[config.mk]
export PLATFORM = sky130hd
export DESIGN_NAME = pipelined_addsub_flat
export DESIGN_NICKNAME = d
export VERILOG_FILES = /design/src/rtl/pipelined_addsub_if.sv /design/src/rtl/pipelined_addsub.sv /design/src/flat_wrapper.sv
export SDC_FILE = /design/constraint.sdc
export NUM_CORES = 1
export LEC_CHECK = 0
export ABC_AREA = 1
export ABC_CLOCK_PERIOD_IN_PS = 2250
export CORE_ASPECT_RATIO = 1.5
export CORE_MARGIN = 8
export CORE_UTILIZATION = 30
export CTS_BUF_LIST = sky130_fd_sc_hd__clkbuf_8
export CTS_CLUSTER_SIZE = 10
export DETAILED_ROUTE_END_ITERATION = 16
export GPL_TIMING_DRIVEN = 0
export PLACE_DENSITY = 0.58
export SLEW_MARGIN = 10
export SYNTH_ARGS = -nofsm -noshare
export SYNTH_HDL_FRONTEND = slang
export SYNTH_SLANG_ARGS = --single-unit
[constraint.sdc]
create_clock -name clk -period 2.25 [get_ports clk]
set_input_delay 0.45 -clock clk [delete_from_list [all_inputs] [get_ports clk]]
set_output_delay 0.45 -clock clk [all_outputs]
set_load 0.03 [all_outputs]
[src/rtl/pipelined_addsub_if.sv]
`default_nettype none
// ----------------------------------------------------------------------------
// Module  : pipelined_addsub_if
// Brief   : valid/ready operand and result bundle for pipelined_addsub
// Rev     : 1.0
// ----------------------------------------------------------------------------
interface pipelined_addsub_if #(
    parameter int WIDTH = 16
);
    logic             in_valid;
    logic             in_ready;
    logic [WIDTH-1:0] a;
    logic [WIDTH-1:0] b;
    logic             cin;
    logic             sub;
    logic             out_valid;
    logic             out_ready;
    logic [WIDTH-1:0] sum;
    logic             cout;
    logic             ovf;
    logic             zero;

    modport master (
        output in_valid, a, b, cin, sub, out_ready,
        input  in_ready, out_valid, sum, cout, ovf, zero
    );

    modport slave (
        input  in_valid, a, b, cin, sub, out_ready,
        output in_ready, out_valid, sum, cout, ovf, zero
    );
endinterface
`default_nettype wire

[src/rtl/pipelined_addsub.sv]
`default_nettype none
// ----------------------------------------------------------------------------
// Module  : pipelined_addsub
// Brief   : chunked, carry-pipelined two's-complement adder/subtractor
// Rev     : 1.0
// ----------------------------------------------------------------------------
module pipelined_addsub #(
    parameter int WIDTH  = 16,
    parameter int STAGES = 4
) (
    input  logic              clk,
    input  logic              rst_n,
    pipelined_addsub_if.slave bus
);
    localparam int CW = WIDTH / STAGES;

    if ((STAGES < 1) || (STAGES > WIDTH) || ((WIDTH % STAGES) != 0)) begin : g_param_check
        $error("pipelined_addsub: WIDTH must be a multiple of STAGES, 1 <= STAGES <= WIDTH");
    end

    logic w_en;

    // Stage k adds chunk k; operand bits not yet consumed ride along in a_q/b_q,
    // finished sum bits accumulate in s_q.
    for (genvar k = 0; k < STAGES; k++) begin : g_stage
        localparam int LO = k * CW;
        localparam int RW = WIDTH - LO;

        logic [RW-1:0]    w_a_src;
        logic [RW-1:0]    w_b_src;
        logic             w_c_src;
        logic             w_v_src;
        logic [CW:0]      w_chunk;
        logic [LO+CW-1:0] s_d;
        logic [LO+CW-1:0] s_q;
        logic             c_q;
        logic             v_q;

        if (k == 0) begin : g_head
            assign w_a_src = bus.a;
            assign w_b_src = bus.sub ? ~bus.b : bus.b;
            assign w_c_src = bus.sub | bus.cin;
            assign w_v_src = bus.in_valid;
            assign s_d     = w_chunk[CW-1:0];
        end else begin : g_body
            assign w_a_src = g_stage[k-1].g_fwd.a_q;
            assign w_b_src = g_stage[k-1].g_fwd.b_q;
            assign w_c_src = g_stage[k-1].c_q;
            assign w_v_src = g_stage[k-1].v_q;
            assign s_d     = {w_chunk[CW-1:0], g_stage[k-1].s_q};
        end

        assign w_chunk = {1'b0, w_a_src[CW-1:0]} + {1'b0, w_b_src[CW-1:0]}
                       + {{CW{1'b0}}, w_c_src};

        always_ff @(posedge clk or negedge rst_n) begin
            if (!rst_n) begin
                s_q <= '0;
                c_q <= 1'b0;
                v_q <= 1'b0;
            end else if (w_en) begin
                s_q <= s_d;
                c_q <= w_chunk[CW];
                v_q <= w_v_src;
            end
        end

        if (k < STAGES - 1) begin : g_fwd
            logic [RW-CW-1:0] a_q;
            logic [RW-CW-1:0] b_q;

            always_ff @(posedge clk or negedge rst_n) begin
                if (!rst_n) begin
                    a_q <= '0;
                    b_q <= '0;
                end else if (w_en) begin
                    a_q <= w_a_src[RW-1:CW];
                    b_q <= w_b_src[RW-1:CW];
                end
            end
        end else begin : g_tail
            // Carry into the MSB recovered from the MSB sum bit of this chunk's adder.
            logic w_msb_cin;
            logic ovf_q;
            logic zero_q;

            assign w_msb_cin = w_a_src[CW-1] ^ w_b_src[CW-1] ^ w_chunk[CW-1];

            always_ff @(posedge clk or negedge rst_n) begin
                if (!rst_n) begin
                    ovf_q  <= 1'b0;
                    zero_q <= 1'b0;
                end else if (w_en) begin
                    ovf_q  <= w_msb_cin ^ w_chunk[CW];
                    zero_q <= (s_d == '0);
                end
            end
        end
    end

    assign w_en          = ~g_stage[STAGES-1].v_q | bus.out_ready;
    assign bus.in_ready  = w_en;
    assign bus.out_valid = g_stage[STAGES-1].v_q;
    assign bus.sum       = g_stage[STAGES-1].s_q;
    assign bus.cout      = g_stage[STAGES-1].c_q;
    assign bus.ovf       = g_stage[STAGES-1].g_tail.ovf_q;
    assign bus.zero      = g_stage[STAGES-1].g_tail.zero_q;

endmodule
`default_nettype wire

[src/flat_wrapper.sv]
// flat-port wrapper written by rule: the top's interface ports become plain ports
module pipelined_addsub_flat 
#(
    parameter int WIDTH  = 16,
    parameter int STAGES = 4
)
  (clk, rst_n, bus_in_valid, bus_a, bus_b, bus_cin, bus_sub, bus_out_ready, bus_in_ready, bus_out_valid, bus_sum, bus_cout, bus_ovf, bus_zero);
  pipelined_addsub_if #(.WIDTH(WIDTH)) bus_i ();
  input  logic clk;
  input  logic rst_n;
  input wire logic [$bits(bus_i.in_valid)-1:0] bus_in_valid;
  input wire logic [$bits(bus_i.a)-1:0] bus_a;
  input wire logic [$bits(bus_i.b)-1:0] bus_b;
  input wire logic [$bits(bus_i.cin)-1:0] bus_cin;
  input wire logic [$bits(bus_i.sub)-1:0] bus_sub;
  input wire logic [$bits(bus_i.out_ready)-1:0] bus_out_ready;
  output wire logic [$bits(bus_i.in_ready)-1:0] bus_in_ready;
  output wire logic [$bits(bus_i.out_valid)-1:0] bus_out_valid;
  output wire logic [$bits(bus_i.sum)-1:0] bus_sum;
  output wire logic [$bits(bus_i.cout)-1:0] bus_cout;
  output wire logic [$bits(bus_i.ovf)-1:0] bus_ovf;
  output wire logic [$bits(bus_i.zero)-1:0] bus_zero;
  assign bus_i.in_valid = bus_in_valid;
  assign bus_i.a = bus_a;
  assign bus_i.b = bus_b;
  assign bus_i.cin = bus_cin;
  assign bus_i.sub = bus_sub;
  assign bus_i.out_ready = bus_out_ready;
  assign bus_in_ready = bus_i.in_ready;
  assign bus_out_valid = bus_i.out_valid;
  assign bus_sum = bus_i.sum;
  assign bus_cout = bus_i.cout;
  assign bus_ovf = bus_i.ovf;
  assign bus_zero = bus_i.zero;
  pipelined_addsub #(.WIDTH(WIDTH), .STAGES(STAGES)) u_core (.clk(clk), .rst_n(rst_n), .bus(bus_i));
endmodule
After elaboration in Yosys (flattened, before gate mapping). Index checks and enable logic that the tools add are counted.

Flip-flop bits (word level): 98. Bits of input ports: 38. Output and inout port bits: 21. Logic and storage cells: 37.

Add/subtract/negate cells: 8. Multiplexer cells: 1. Bitwise logic cells: 7. Reductions and logical operators: 1.

Operator list (count): adder 4 x 4 -> 5 bit (4); adder 5 x 1 -> 5 bit (4); zero test 16 bit (1); two-way mux 16 bit (1); inverter 16 bit (1); XOR 1 bit (3); bitwise OR 1 bit (2); inverter 1 bit (1).

Logic depth before layout (Yosys ltp). Gate-level depths: netlist of the first run.

Depth after elaboration: 4. Depth in mapped cells: 10.

Least setup slack after synthesis of the first run. Ideal clock, no wire load.

Kind: input port to flip-flop. Start point: input port bus_sub. End point: register u_core.g_stage[0].c_q. Arrival time: 2125 ps. Required time: 2124 ps. Slack: 0 ps. Stages: 9. Buffers on the path: 2. Cell sequence: buf_4 buf_6 or2_2 fa_1 fa_1 nand2_1 inv_1 o21ai_0 a21oi_1.

Cells in the longest elaborated chain, start to end: 3. Elaborated cells on any way between the ends: 4. Those cells by class: add/sub (2); mux (1); bitwise (1).

RTL lines: start, declared (line flat_wrapper.sv:15) `input wire logic [$bits(bus_i.sub)-1:0] bus_sub;`; two-way mux 16 bit (line pipelined_addsub.sv:41) `assign w_b_src = bus.sub ? ~bus.b : bus.b;`; adder 4 x 4 -> 5 bit (line pipelined_addsub.sv:53) `assign w_chunk = {1'b0, w_a_src[CW-1:0]} + {1'b0, w_b_src[CW-1:0]}`; adder 5 x 1 -> 5 bit (*) (line pipelined_addsub.sv:54) `+ {{CW{1'b0}}, w_c_src};`; end signal, assigned (line pipelined_addsub.sv:63) `c_q <= w_chunk[CW];`; end, declared (line pipelined_addsub.sv:36) `logic c_q;`.

Mark *: on every way between the ends. The rest lies on a longest branch, timed or not. A chain may end at the register's enable or synchronous reset.

Final worst setup path of the first run.
Start point: input port bus_out_ready. End point: output port bus_in_ready.

Cells in the longest elaborated chain, start to end: 1.

RTL lines: start, declared (line flat_wrapper.sv:16) `input wire logic [$bits(bus_i.out_ready)-1:0] bus_out_ready;`; bitwise OR 1 bit (line pipelined_addsub.sv:101) `assign w_en = ~g_stage[STAGES-1].v_q | bus.out_ready;`; end, declared (line flat_wrapper.sv:17) `output wire logic [$bits(bus_i.in_ready)-1:0] bus_in_ready;`.

Every way passes these cells.

==> results.py, run 1 <==
metrics = {
    "die": {
        "die_h_microns": 164,
        "coreArea_sq_um": 14500,
        "start_util_pct": 30.4,
        "io_pins": 59,
        "dieWidth_microns": 115,
        "rows": 54,
        "die-area_sq_um": 18800,
    },
    "cts": {
        "root_buffer": "clkbuf_8",
        "htree_num_levels": 3,
        "holdBufCountCts": 0,
        "cts_buffers": 9,
        "post_cts_buffers": 0,
        "clk_pin_slew_ps": 90,
        "clock_path_buffers": 2,
        "cts.sinks": 98,
        "clk_latency_ps": 360,
        "cts_tree": "built",
    },
    "synthesis": {
        "netlist_instances": 468,
        "synth_area_leaders": "dfrtp_1, nand2_1, o21ai_0",
        "synth_edf_count": 0,
        "synthDistinctLibCells": 24,
        "synthMuxAreaShare_pct": 0,
        "yosysTopAreaCell": "dfrtp_1",
        "yosys.area_share.xor_xnor_pct": 3.19,
        "synth_seq_area_share_pct": 55.8,
        "syn_area_sq_um": 4390,
        "async_reset_ff_share_pct": 100,
        "ys_ff_latch": 98,
        "synthAdderAreaFrac_pct": 7.07,
        "synth-compound-area-share_pct": 10.4,
        "yosys_warnings": 0,
        "synth_top_family_by_area": "simple AND/OR/NAND/NOR gates",
        "synthSimpleGateAreaFrac_pct": 16.3,
        "syn_area_per_cell_sq_um": 9.38,
        "synth_nets": 526,
        "synth_top_area_share_pct": 55.8,
        "ys.flop_type": "dfrtp_1",
    },
    "timing": {
        "worstMarginPinSlew_ps": 464,
        "fin_crit_sh_pct": 92.9,
        "hold_viol": 0,
        "period_needed_ps": 2090,
        "rsz0062_at_grt": "no",
        "maxSlewHeadroom_pct": 69.1,
        "fmax_mhz": 478,
        "slew_viol_final": 0,
        "clock_skew_ps": 6.30,
        "setup_ws_ps": 159,
        "setup_violations": 0,
    },
    "pwr": {
        "combPwrFrac_pct": 43.1,
        "seq_power_share_pct": 42.4,
        "pwr-share-clk_pct": 14.5,
        "p_int_uw": 4200,
        "switchingPower_uw": 2810,
        "cellPowerDensity_nw_per_um2": 1300,
        "p_leak_uw": 0.00255,
        "peakVddDrop_mv": 0.317,
        "switching_share_pct": 40.1,
    },
    "drt": {
        "vias_per_cell": 4.33,
        "wirelength_microns": 10100,
        "drc": 0,
        "drtIter0Drc": 109,
        "num_vias": 3189,
        "wl_per_cell_microns": 13.7,
        "first_pass_iters": 4,
        "ant_nets": 0,
    },
    "worst_setup_path": {
        "path_buf_inv": 4,
        "crit_fanout": 19,
        "path_class": "in2out",
        "arrival_ps": 1640,
        "slowest_delay_ps": 460,
        "cp_top_family": "buffers and inverters",
        "cpMaxStageDelayCell": "clkdlybuf4s50_1",
        "path_cells": "clkdlybuf4s50_1, inv_1, nand2_4, buf_6, clkdlybuf4s15_2",
        "required_ps": 1800,
        "start_kind": "input port",
        "endpoint_kind": "output port",
    },
    "finish": {
        "layout_common_cells": "nand2_1, dfrtp_1, o21ai_0",
        "mostFrequentLayoutCell": "nand2_1",
        "fin_nets": 594,
        "drive_gt1_share_pct": 7.04,
        "utilization_pct": 37.4,
        "areaGrowthSynthToFinish_pct": 23.0,
        "antenna-diode-count": 0,
    },
    "grt": {
        "antenna_found_initial": 0,
        "grt_pass1_vias": 3446,
        "grt_max_degree": 67,
        "grt_usage_pct": 11.6,
        "overflow": 0,
        "grt_pass1_wl_microns": 17000,
    },
    "placement": {
        "place.port_buffers": 57,
        "dp.final_hpwl_microns": 8020,
        "place_ws_ps": -498,
        "place.gp.congestion": 0.801,
    },
    "min_path": {
        "hold_path.class": "in2async",
    },
    "run": {
        "cap_violations": 0,
    },
    "status": {
        "status": "completed",
    },
}
[cells in the mapped netlist (2+ instances only)]
cell type	n
xor2_1	4
nor2_1	19
ha_1	12
buf_2	9
buf_4	2
nand3b_1	4
o21ai_1	19
dfrtp_1	98
buf_6	7
nand2_1	141
fa_1	8
xnor2_1	12
o21ai_0	60
inv_1	42
a31oi_1	2
nand3_1	12
a21oi_1	8
clkbuf_1	3
[stage by stage]
stage	cell area [sq um]	setup TNS [ps]	cells	hold WS, ps	total power [uW]
2_1_floorplan	4390	0	468	154	4980
3_3_place_gp	5210	-277880	721	447	6010
3_5_place_dp	5240	-677	722	434	6110
4_1_cts	5400	0	736	24.9	7130
5_1_grt	5400	0	736	39.7	7670
6_report	5400	0	736	28.5	7010
[power groups by stage]
stage	Combinational, uW	Sequential (uW)	Clock (uW)
2_1_floorplan	1740	3230	0
3_3_place_gp	3020	2990	0
3_5_place_dp	3090	3020	0
4_1_cts	3090	2990	1060
5_1_grt	3480	3070	1120
6_report	3020	2970	1010
[worst paths after layout]
check,depth (start not counted),to,startpoint,slack (ps)
min,1,u_core.bus.sum[1],rst_n,30
max reg2reg,7,u_core.bus.zero,u_core.g_stage[2].g_fwd.b_q[0],330
max,5,bus_in_ready,bus_out_ready,160
max in group asynchronous,2,u_core.g_stage[0].g_fwd.a_q[3],rst_n,1550
min reg2reg,2,u_core.bus.out_valid,u_core.g_stage[2].v_q,470
min in group clk,2,u_core.bus.out_valid,u_core.g_stage[2].v_q,470
[area by class of cell]
type	count	area [sq um]
inverter	43	164
clock inverter	4	20.0
tap	196	245
fill	1521	9060
buffer	21	150
sequential	98	2450
clock buffer	11	151
timing repair buffer	58	597
multi-input combinational	305	1620
[per-layer routing]
metal	global-route usage (%)	vias to the layer above	part of all wire (%)
met4	5.40	0	2.8
met1	12.7	1514	42
li1	-	1614	-
met3	2.61	15	3.8
met2	20.7	46	52
met5	0	-	0
[timing repair]
action,in CTS,in global routing
hold endpoints to repair,0,0
gates resized for setup,3,0
setup endpoints to repair,1,0
[cell families (layout without fill, tap and decap cells)]
kind of cell | Yosys count | after routing
simple gates | 179 | 179
buf+inv | 65 | 137
xor+xnor | 16 | 16
compound gates | 90 | 90
fa+ha+maj | 20 | 20
flops | 98 | 98
[registers in the layout (all words and copies together) (netlist names)]
register / cells
u_core.bus.ovf: 1
u_core.g_stage.g_fwd.b_q: 24
u_core.bus.cout: 1
u_core.bus.sum: 16
u_core.g_stage.v_q: 3
u_core.g_stage.c_q: 3
u_core.g_stage.g_fwd.a_q: 24
u_core.bus.zero: 1
u_core.bus.out_valid: 1
u_core.g_stage.s_q: 24
(Power assumes the default switching activity.)
==> run 2, diff against run 1 <==
--- a/config.mk
+++ b/config.mk
@@ -9,13 +9,13 @@
 export ABC_CLOCK_PERIOD_IN_PS = 2250
 export CORE_ASPECT_RATIO = 1.5
 export CORE_MARGIN = 8
-export CORE_UTILIZATION = 30
+export CORE_UTILIZATION = 57
 export CTS_BUF_LIST = sky130_fd_sc_hd__clkbuf_8
 export CTS_CLUSTER_SIZE = 10
 export DETAILED_ROUTE_END_ITERATION = 16
 export GPL_TIMING_DRIVEN = 0
-export PLACE_DENSITY = 0.58
-export SLEW_MARGIN = 10
+export PLACE_DENSITY = 0.91
+export SLEW_MARGIN = 20
 export SYNTH_ARGS = -nofsm -noshare
 export SYNTH_HDL_FRONTEND = slang
 export SYNTH_SLANG_ARGS = --single-unit
==> run 2 against run 1 <==
Compared with the run above:
- critical endpoint unchanged
- first-iteration DRC count up 110%
- critical path type unchanged
- sequential share of layout area up 0.63 points
- clock power up 11%
==> results.py, run 2 (same netlist as run 1, synthesis figures left out) <==
metrics = {
    "min_path": {
        "hold_depth": 3,
        "hold_start": "bus_sub",
        "hold_path.class": "in2reg",
        "hold_end": "u_core.g_stage[0].g_fwd.b_q[1]",
    },
    "grt": {
        "grt_pass1_wl_microns": 16800,
        "grt_usage_pct": 20.6,
        "grt_pass1_vias": 3577,
        "antenna_found_initial": 0,
        "grt_max_degree": 83,
        "overflow": 0,
    },
    "timing": {
        "setup_violations": 0,
        "period_needed_ps": 2070,
        "clock_skew_ps": 7.70,
        "fmax_mhz": 483,
        "hold_viol": 0,
        "finalSetupTns_ps": 0,
        "worstMarginPinSlew_ps": 507,
        "maxSlewHeadroom_pct": 66.2,
        "slew_viol_final": 0,
        "rsz0062_at_grt": "no",
        "hold_slack_ps": 452,
        "fin_crit_sh_pct": 92.0,
    },
    "worst_setup_path": {
        "path_cells": "clkdlybuf4s50_1, inv_1, nand2_4, buf_6, clkdlybuf4s15_2",
        "crit_fanout": 19,
        "cp_top_family": "buffers and inverters",
        "reg2reg_from": "u_core.g_stage[2].g_fwd.b_q[0]",
        "endpoint_kind": "output port",
        "start_kind": "input port",
        "slowest_delay_ps": 450,
        "ff2ff_setup_slack_ps": 180,
        "cpMaxStageDelayCell": "clkdlybuf4s50_1",
        "required_ps": 1800,
        "timing.rr.end": "u_core.bus.zero",
        "path_buf_inv": 4,
        "path_class": "in2out",
        "arrival_ps": 1620,
        "reg2reg_depth": 7,
    },
    "drt": {
        "num_vias": 3466,
        "wl_per_cell_microns": 15.9,
        "drc": 0,
        "vias_per_cell": 5.38,
        "drtIter0Drc": 230,
        "ant_nets": 0,
        "wirelength_microns": 10300,
        "first_pass_iters": 5,
    },
    "cts": {
        "cts.sinks": 98,
        "htree_num_levels": 3,
        "cts_buffers": 9,
        "clk_pin_slew_ps": 90,
        "root_buffer": "clkbuf_8",
        "clock_path_buffers": 2,
        "clk_latency_ps": 370,
        "post_cts_buffers": 0,
        "cts_tree": "built",
    },
    "finish": {
        "fin_nets": 595,
        "drive_gt1_share_pct": 7.38,
        "layout_common_cells": "nand2_1, dfrtp_1, o21ai_0",
        "antenna-diode-count": 0,
        "seq_area_sq_um": 2450,
        "largestRegisters": "u_core.g_stage.g_fwd.a_q (24), u_core.g_stage.g_fwd.b_q (24), u_core.g_stage.s_q (24)",
        "areaGrowthSynthToFinish_pct": 21.3,
        "utilization_pct": 70.5,
        "multi_input_comb_area_sq_um": 1620,
        "mostFrequentLayoutCell": "nand2_1",
        "fin_area_sq_um": 5330,
        "fillCellCount": 538,
    },
    "placement": {
        "place.gp.congestion": 0.897,
        "dp.final_hpwl_microns": 7510,
        "post_dp_cell_area_sq_um": 5120,
        "place.port_buffers": 57,
    },
    "pwr": {
        "peakVddDrop_mv": 0.555,
        "cellPowerDensity_nw_per_um2": 1380,
        "p_leak_uw": 0.00257,
        "finalPower_uw": 7340,
    },
    "status": {
        "status": "completed",
    },
    "die": {
        "dieWidth_microns": 87.7,
        "start_util_pct": 58.1,
        "rows": 39,
        "die_h_microns": 124,
        "coreArea_sq_um": 7560,
        "io_pins": 59,
        "die-area_sq_um": 10800,
    },
    "run": {
        "cap_violations": 0,
    },
}
run 2: changes by cell type in the layout (fill, tap and decap cells not counted), sizes merged:
cell / change
inv: -1
clkinvlp: -1
dlygate4sd3: +1
clkbuf: +3
run 2: how the worst max path moves through the flow:
stage | from | end | cells past startpoint
final | bus_out_ready | bus_in_ready | 5
after global routing | u_core.g_stage[2].g_fwd.b_q[0] | u_core.bus.zero | 7
after CTS | bus_out_ready | bus_in_ready | 5
after detailed placement | bus_out_ready | bus_in_ready | 6
after global placement | rst_n | u_core.bus.sum[15] | 1
after floorplan | bus_sub | u_core.g_stage[0].c_q | 9
run 2: per-layer routing:
metal	GRT usage, %	wire length (microns)	vias to the layer above
li1	-	-	1620
met1	21.9	3900	1665
met2	36.6	5390	141
met3	4.26	501	40
met4	12.1	469	0
met5	0	0	-
run 2: power breakdown:
group	switching, uW	total (uW)	internal [uW]	leakage [uW]
clock	576	1120	548	0.000110
combinational	1970	3220	1250	0.00127
sequential	459	3000	2540	0.00119
total	3010	7340	4330	0.00257
run 2: layout make-up:
cell class / instances / share of cell area [%]
Sequential cell: 98 / 46.0
Multi-Input combinational cell: 305 / 30.5
Timing Repair Buffer: 59 / 11.5
Clock buffer: 14 / 3.62
Inverter: 43 / 3.08
Buffer: 21 / 2.82
Tap cell: 102 / 2.39
Clock inverter: 2 / 0.164
run 2: what timing repair did:
item,4_1_cts,5_1_grt
hold endpoints to repair,16,0
endpoints found under the setup margin,1,0
hold buffers,1,0
resized for setup,3,0
run 2: worst register-to-register path, stage by stage (launching register included):
cell and delay (ps):
dfrtp_1 410, fa_1 470, fa_1 520, nor2_1 120
nand2_1 60, nor2_1 150, nand3_1 110, o21ai_0 150
run 2: metrics by stage:
step / std cells / setup WS [ps]
floorplan: 468 / 49.3
global placement: 627 / -2570
detailed placement: 628 / -417
CTS: 644 / 182
global route: 644 / 28.1
finish: 644 / 180
